### src/rtl/alu_pkg.sv
// Shared ALU types for the mul/div scheduling path.
package alu_pkg;

    typedef enum logic [1:0] {
        OP_MULT  = 2'b00,
        OP_MULTU = 2'b01,
        OP_DIV   = 2'b10,
        OP_DIVU  = 2'b11
    } muldiv_op_t;

    typedef enum logic [1:0] {
        ST_IDLE = 2'b00,
        ST_MUL  = 2'b01,
        ST_DIV  = 2'b10,
        ST_DONE = 2'b11
    } muldiv_state_t;

    localparam int unsigned MUL_LAT_DEFAULT = 3;

endpackage

### src/rtl/muldiv_sched.sv
// EX-stage sequencer for the external divider and the fixed-latency multiplier:
// stalls the pipe while an op runs and presents {hi,lo} for one cycle.
module muldiv_sched
    import alu_pkg::*;
#(
    parameter int unsigned DW      = 32,
    parameter int unsigned MUL_LAT = MUL_LAT_DEFAULT
) (
    input  logic            clk_i,
    input  logic            rst_ni,
    input  logic            req_valid_i,
    input  muldiv_op_t      req_op_i,
    input  logic [DW-1:0]   req_a_i,
    input  logic [DW-1:0]   req_b_i,
    input  logic            flush_i,
    output logic            stall_o,
    output logic            result_valid_o,
    output logic [2*DW-1:0] hilo_o,
    output logic            div_by_zero_o,
    output logic            mul_en_o,
    output logic            mul_signed_o,
    output logic [DW-1:0]   mul_a_o,
    output logic [DW-1:0]   mul_b_o,
    input  logic [2*DW-1:0] mul_res_i,
    output logic            div_start_o,
    output logic            div_signed_o,
    output logic            div_annul_o,
    output logic [DW-1:0]   div_a_o,
    output logic [DW-1:0]   div_b_o,
    input  logic [2*DW-1:0] div_res_i,
    input  logic            div_ready_i
);

    localparam int unsigned RW = 2 * DW;
    localparam int unsigned CW = (MUL_LAT > 1) ? $clog2(MUL_LAT) : 1;

    muldiv_state_t state_q, state_d;
    logic [CW-1:0] cnt_q, cnt_d;
    logic [DW-1:0] a_q, b_q;
    logic [RW-1:0] res_q;
    logic          signed_q;
    logic          dbz_q;
    logic          accept;
    logic          cap_mul;
    logic          cap_div;

    // State register.
    always_ff @(posedge clk_i or negedge rst_ni) begin
        if (!rst_ni) begin
            state_q <= ST_IDLE;
            cnt_q   <= '0;
        end else begin
            state_q <= state_d;
            cnt_q   <= cnt_d;
        end
    end

    // Next state and resource handshakes; flush always wins over progress.
    always_comb begin
        state_d        = state_q;
        cnt_d          = cnt_q;
        accept         = 1'b0;
        cap_mul        = 1'b0;
        cap_div        = 1'b0;
        mul_en_o       = 1'b0;
        div_start_o    = 1'b0;
        div_annul_o    = 1'b0;
        stall_o        = 1'b0;
        result_valid_o = 1'b0;
        case (state_q)
            ST_IDLE: begin
                if (req_valid_i && !flush_i) begin
                    accept  = 1'b1;
                    stall_o = 1'b1;
                    state_d = req_op_i[1] ? ST_DIV : ST_MUL;
                    cnt_d   = CW'(MUL_LAT - 1);
                end
            end
            ST_MUL: begin
                if (flush_i) begin
                    state_d = ST_IDLE;
                end else begin
                    mul_en_o = 1'b1;
                    stall_o  = 1'b1;
                    if (cnt_q == '0) begin
                        cap_mul = 1'b1;
                        state_d = ST_DONE;
                    end else begin
                        cnt_d = cnt_q - CW'(1);
                    end
                end
            end
            ST_DIV: begin
                if (flush_i) begin
                    div_annul_o = 1'b1;
                    state_d     = ST_IDLE;
                end else begin
                    div_start_o = 1'b1;
                    stall_o     = 1'b1;
                    if (div_ready_i) begin
                        cap_div = 1'b1;
                        state_d = ST_DONE;
                    end
                end
            end
            ST_DONE: begin
                result_valid_o = !flush_i;
                state_d        = ST_IDLE;
            end
            default: state_d = ST_IDLE;
        endcase
    end

    // Operand, flag and result holding registers.
    always_ff @(posedge clk_i or negedge rst_ni) begin
        if (!rst_ni) begin
            a_q      <= '0;
            b_q      <= '0;
            signed_q <= 1'b0;
            dbz_q    <= 1'b0;
            res_q    <= '0;
        end else begin
            if (accept) begin
                a_q      <= req_a_i;
                b_q      <= req_b_i;
                signed_q <= ~req_op_i[0];
                dbz_q    <= req_op_i[1] & (req_b_i == '0);
            end
            if (cap_mul) begin
                res_q <= mul_res_i;
            end else if (cap_div) begin
                res_q <= div_res_i;
            end
        end
    end

    assign hilo_o        = result_valid_o ? res_q : '0;
    assign div_by_zero_o = dbz_q & result_valid_o;
    assign mul_signed_o  = signed_q;
    assign div_signed_o  = signed_q;
    assign mul_a_o       = a_q;
    assign mul_b_o       = b_q;
    assign div_a_o       = a_q;
    assign div_b_o       = b_q;

endmodule

### config.mk
export PLATFORM = sky130hd
export DESIGN_NAME = muldiv_sched
export DESIGN_NICKNAME = d
export VERILOG_FILES = /design/src/rtl/alu_pkg.sv /design/src/rtl/muldiv_sched.sv
export SDC_FILE = /design/constraint.sdc
export NUM_CORES = 1
export LEC_CHECK = 0
export ABC_AREA = 1
export BUFFER_PORTS_ARGS = -buffer_cell sky130_fd_sc_hd__buf_2
export CORE_AREA = 2 2 156 158
export DETAILED_ROUTE_END_ITERATION = 10
export DIE_AREA = 0 0 158 160
export GPL_TIMING_DRIVEN = 0
export HOLD_SLACK_MARGIN = 0.03
export MAX_ROUTING_LAYER = met4
export PLACE_DENSITY = 0.66
export SLEW_MARGIN = 20
export SYNTH_ARGS = -nofsm -noshare
export SYNTH_HDL_FRONTEND = slang
export SYNTH_SLANG_ARGS = --single-unit
### constraint.sdc
create_clock -name clk_i -period 1.5 [get_ports clk_i]
set_input_delay 0.15 -clock clk_i [delete_from_list [all_inputs] [get_ports clk_i]]
set_output_delay 0.15 -clock clk_i [all_outputs]
set_load 0.05 [all_outputs]
# After elaboration in Yosys (flattened, before gate mapping)
# Index checks and enable logic that the tools add are counted.
dict set report totals {
  ff_bits 134
  output_inout_bits 200
  elab_cells 58
}
dict set report classes {
  n_addsub 1
  n_eq_ne 8
  n_mux 29
  bitwise 3
  n_reduce_logical 10
}
# cell count
set op_table {}
lappend op_table {{$mux 64} 3}
lappend op_table {{$logic_not 32->1} 1}
lappend op_table {{$mux 2} 9}
lappend op_table {{$mux 1} 14}
lappend op_table {{$pmux 2 s4} 1}
lappend op_table {{$ne 2x2->1 const B} 3}
lappend op_table {{$ne 3x3->1 const B} 2}
lappend op_table {{$eq 2x2->1 const B} 2}
lappend op_table {{$logic_not 2->1} 2}
lappend op_table {{$pmux 2 s2} 1}
lappend op_table {{$reduce_and 4->1} 1}
lappend op_table {{$reduce_bool 2->1} 2}
lappend op_table {{$reduce_and 3->1} 1}
lappend op_table {{$and 1x1->1} 2}
lappend op_table {{$eq 2x1->1 const B} 1}
lappend op_table {{$pmux 1 s2} 1}
lappend op_table {{$reduce_or 2->1} 1}
lappend op_table {{$sub 2x1->2 const B} 1}
lappend op_table {{$logic_and 1x1->1} 1}
lappend op_table {{$logic_not 1->1} 1}
lappend op_table {{$not 1->1} 1}

# Longest topological paths before layout
dict set report depth {
  word_depth 5
  depth_mapped 10
  depth_no_buf 8
}

# Worst setup path after synthesis
# No wires, ideal clock.
dict set report synth_path {
  path_kind {flip-flop to output port}
  start {register state_q[0]}
  end {output stall_o}
  arrival_ps 1862
  setup_slack_ps -512
  path_stages_with_launch 7
  n_path_buf 2
  cell_sequence {dfrtp_1 > inv_1 > ha_1 > nand3_2 > buf_6 > buf_2 > a21oi_1}
}
dict set report synth_between {
  elab_chain_len 3
  word_cells_on_any_way 5
  classes_between {2 x eq/ne; 1 x mux; 2 x reduce/logical}
}
# element line
set synth_rtl {}
lappend synth_rtl {{from (decl)} muldiv_sched.sv:37} ;# muldiv_state_t state_q, state_d;
lappend synth_rtl {{from (signal assigned)} muldiv_sched.sv:53} ;# state_q <= state_d;
lappend synth_rtl {{$eq 2x2->1 or $eq 2x1->1 (tied branches)} muldiv_sched.sv:70} ;# case (state_q)
lappend synth_rtl {{$reduce_or 2->1 (no line)} -}
lappend synth_rtl {{$pmux 1 s2 (*)} muldiv_sched.sv:70}
lappend synth_rtl {{to (decl)} muldiv_sched.sv:16} ;# output logic stall_o,
# Every way passes the cells marked *; elsewhere a longest branch is shown, timed or not.

# Worst setup path after layout
# Ends and elaborated chain as after synthesis.

==> summary.md <==
| Metric | Value |
|---|---|
| Outcome | `complete, but fails checks` |
| Violated checks | `negative setup slack` |
| Design Power | `28.71 mW` |
| Area fraction in compound gates after synthesis | `0.1498` |
| Commonest cells post-synth | `147 x inv_1, 136 x o21ai_0, 134 x dfrtp_1` |
| HPWL after DPL | `17,850 um` |
| Clock sinks | `134` |
| WS Path Type | `flop to output port` |
| Die width | `158 um` |
| Core footprint | `0.02382 mm^2` |
| Nets | `1,613` |
| Setup-failing EPs final | `199` |
| Peak VDD IR | `1.956 mV` |
| FF/Latch Area | `0.003356 mm^2` |
| Crit-path slowest cell | `dfrtp_2` |
| Via Count | `7,990` |
| Initial antenna violation count | `2` |
| Gp weighted congestion | `0.8931` |
| Number of flops mapped to enable cells by yosys | `0` |
| DR top layer | `met4` |
| All-Layer GR Usage | `0.2361` |
| Worst-path clk slew | `60 ps` |
| Layout area overhead | `109.9%` |
| Synth area leaders | `dfrtp_1 48%, o21ai_0 9.8%, mux2_2 9.3%` |
| Adder-cell share of the synthesized area | `0.01086` |
| Psw | `14.74 mW` |
| Hold Path Class | `input port to flop` |
| Routed len/inst | `17.68 um` |
| Leading area contributor after synthesis | `dfrtp_1` |
| DR vias/cell | `4.574` |
| Setup tns final | `-57,330 ps` |
| Netlist Area Pre-Place | `0.006914 mm^2` |
| TritonCTS Buffers | `17` |
| Slew headroom | `0.6589` |
| Final WL | `30,890 um` |
| CP Launch Type | `flop` |
| Hold Fails Final Rpt | `0` |
| R2r worst-path depth | `12` |
| DR WL met3 | `1427 um` |
| Fillers | `1,879` |
| Largest family of logic cells by synthesized area | `buffers and inverters` |
| Sw Share | `0.5133` |
| Post-Place Setup Slack | `-553.7 ps` |
| Comb power frac | `0.622` |
| Residual DRC | `0` |
| Area used by multi-input combinational logic | `0.003456 mm^2` |
| Final min period | `1886 ps` |
| IO Pins | `399` |
| Reg2reg setup slack | `-370 ps` |
| Xor/xnor share of the synthesized area | `0` |
| Cell depth of the worst hold path | `4` |
| Max Clk Rate | `530.3 MHz` |
| First-pass GRT wire length | `44,560 um` |
| Clock power share | `0.149` |
| Yosys warning count | `0` |
| Die extent in y | `160 um` |
| Most frequent CP cell | `buf_8` |
| Seq cells post-synth | `134` |
| DR iter-0 viols | `478` |
| Syn nets | `990` |
| Later-pin clock latency in the skew report | `420 ps` |
| Leakage | `7.259 nW` |
| Crit path setup slack, layout | `-385.8 ps` |
| Placed insts | `1,508` |
| Post-synthesis sequential area ratio | `0.4850` |
| Share of cells above drive strength 1 | `0.6263` |
| Die area | `0.02528 mm^2` |
| RSZ-0062 raised after global routing | `yes` |
| CTS tree | `built` |
| Final cell count without fillers | `1,747` |
| CP required | `1350 ps` |
| Ys async rst share | `1.000` |
| Final Skew | `7.423 ps` |
| Ys flop type | `dfrtp_1` |
| Unique masters post-synth | `21` |
| Vias in the first global route | `8,290` |
| Period utilization | `1.257` |
| H-tree Lvls | `4` |
| Sequential share of power | `0.229` |
| DR WL met2 | `16,160 um` |
| Crit-path cells | `inv_2 -> ha_4 -> nand3_4 -> buf_8 -> buf_8 -> a21oi_4 -> buf_8` |
| Number of detailed-route iterations in the first pass | `6` |
| Most frequent cell after synthesis | `inv_1` |
| Mux contribution to synthesized area | `0.09283` |
| Starting Density | `0.2903` |
| Synthesized-area fraction occupied by and/or/nand/nor cells | `0.07438` |
| Met1 WL | `12,470 um` |
| Congestion Overflow GR | `0` |
| Crit path capture type | `output port` |
| Internal | `13.97 mW` |
| Cells after Synth | `785` |
| IO Port Bufs | `398` |
| Arrival @ worst endpoint | `1740 ps` |
| Pin slew with the least headroom to its limit | `511.7 ps` |
| Max-cap violations | `0` |
| Top-area cell type share of the netlist area | `0.4850` |
| Power per cell area | `1978 mW/mm^2` |
| Pin count of the biggest net entering global routing | `73` |
| ANT nets after route | `0` |
| Avg Inst Size Synth | `8.808 um^2` |
| Crit Path Max Fanout | `4` |
| Cell row count | `57` |
| Root buffer cell | `clkbuf_16` |
| Clock tree buffer depth | `2` |
| Max stage delay on crit path | `450 ps` |
| Fin. max-slew vios | `0` |
-- critical path, delay by kind of cell (launching register included) --
kind	cells	cell delay [ps]
buffers and inverters	4	510
flip-flops	1	450
adder cells (fa/ha/maj)	1	150
AO/OA/AOI/OAI	1	120
AND/OR/NAND/NOR	1	80
-- cells by family (layout without fill, tap and decap cells) --
group,Yosys count,after routing
compound gates,205,205
mux,57,57
flops,134,134
fa+ha+maj,6,6
simple gates,128,129
other cells,0,2
buf+inv,255,890
-- cell usage in the layout, fill, tap and decap left out, drive strengths merged, types with 2 or more instances in the layout --
master / instances
nor2: 86
o21ai: 198
diode: 2
ha: 6
dlygate4sd3: 132
buf: 554
inv: 160
a21oi: 3
nand4: 2
clkbuf: 40
nand2: 34
mux2: 57
nand3: 7
clkinv: 3
dfrtp: 134
o211ai: 3
-- power by group through the flow --
stage | Clock, mW | Sequential [mW] | Combinational (mW)
final | 4.26 | 6.59 | 17.9
after global routing | 4.55 | 6.78 | 18.7
after CTS | 4.39 | 6.50 | 17.0
after detailed placement | 0 | 6.56 | 14.6
after global placement | 0 | 6.50 | 14.4
after floorplan | 0 | 9.43 | 8.44
-- final timing paths --
check / to / start
setup / recovery: stall_o / state_q[0]
hold / removal: state_q[0] / req_op_i[1]
hold reg to reg: cnt_q[0] / cnt_q[0]
max in group asynchronous: state_q[0] / rst_ni
min in group asynchronous: div_b_o[3] / rst_ni
setup reg to reg: res_q[16] / state_q[1]
-- layer usage --
layer | vias up | GRT usage
met4 | 0 | 0.08477
met3 | 70 | 0.04206
met2 | 336 | 0.3986
met1 | 3903 | 0.2813
li1 | 3681 | -
met5 | - | -
-- state kept, by name, summed over array words and instances (netlist names) --
register	cells
dbz_q	1
div_signed_o	1
cnt_q	2
div_b_o	32
state_q	2
div_a_o	32
res_q	64
-- through the flow --
| stage | utilization | hold WS [ps] | instance area, um^2 |
|---|---|---|---|
| 2_1_floorplan | - | -145.6 | 7297 |
| 3_3_place_gp | 0.4070 | 344.6 | 9694 |
| 3_5_place_dp | 0.4086 | 125.7 | 9732 |
| 4_1_cts | 0.5853 | 47.64 | 13940 |
| 5_1_grt | 0.6093 | 77.06 | 14510 |
| 6_report | 0.6093 | 49.00 | 14510 |
-- repair_timing --
item,4_1_cts,5_1_grt
setup endpoints to repair,200,201
gates resized for setup,492,166
hold endpoints to repair,192,0
pin swaps,12,14
setup buffers,41,15
hold buffers,132,0
gates cloned,24,5
-- cell type report --
| class | count | area share |
|---|---|---|
| Clock buffer | 17 | 0.02931 |
| Multi-Input combinational cell | 397 | 0.2381 |
| Timing Repair Buffer | 605 | 0.3429 |
| Antenna cell | 2 | 0.0003448 |
| Tap cell | 324 | 0.02793 |
| Clock inverter | 15 | 0.01224 |
| Buffer | 104 | 0.07922 |
| Inverter | 149 | 0.03871 |
| Sequential cell | 134 | 0.2312 |
Note: power is estimated with default switching activity, not from simulation.
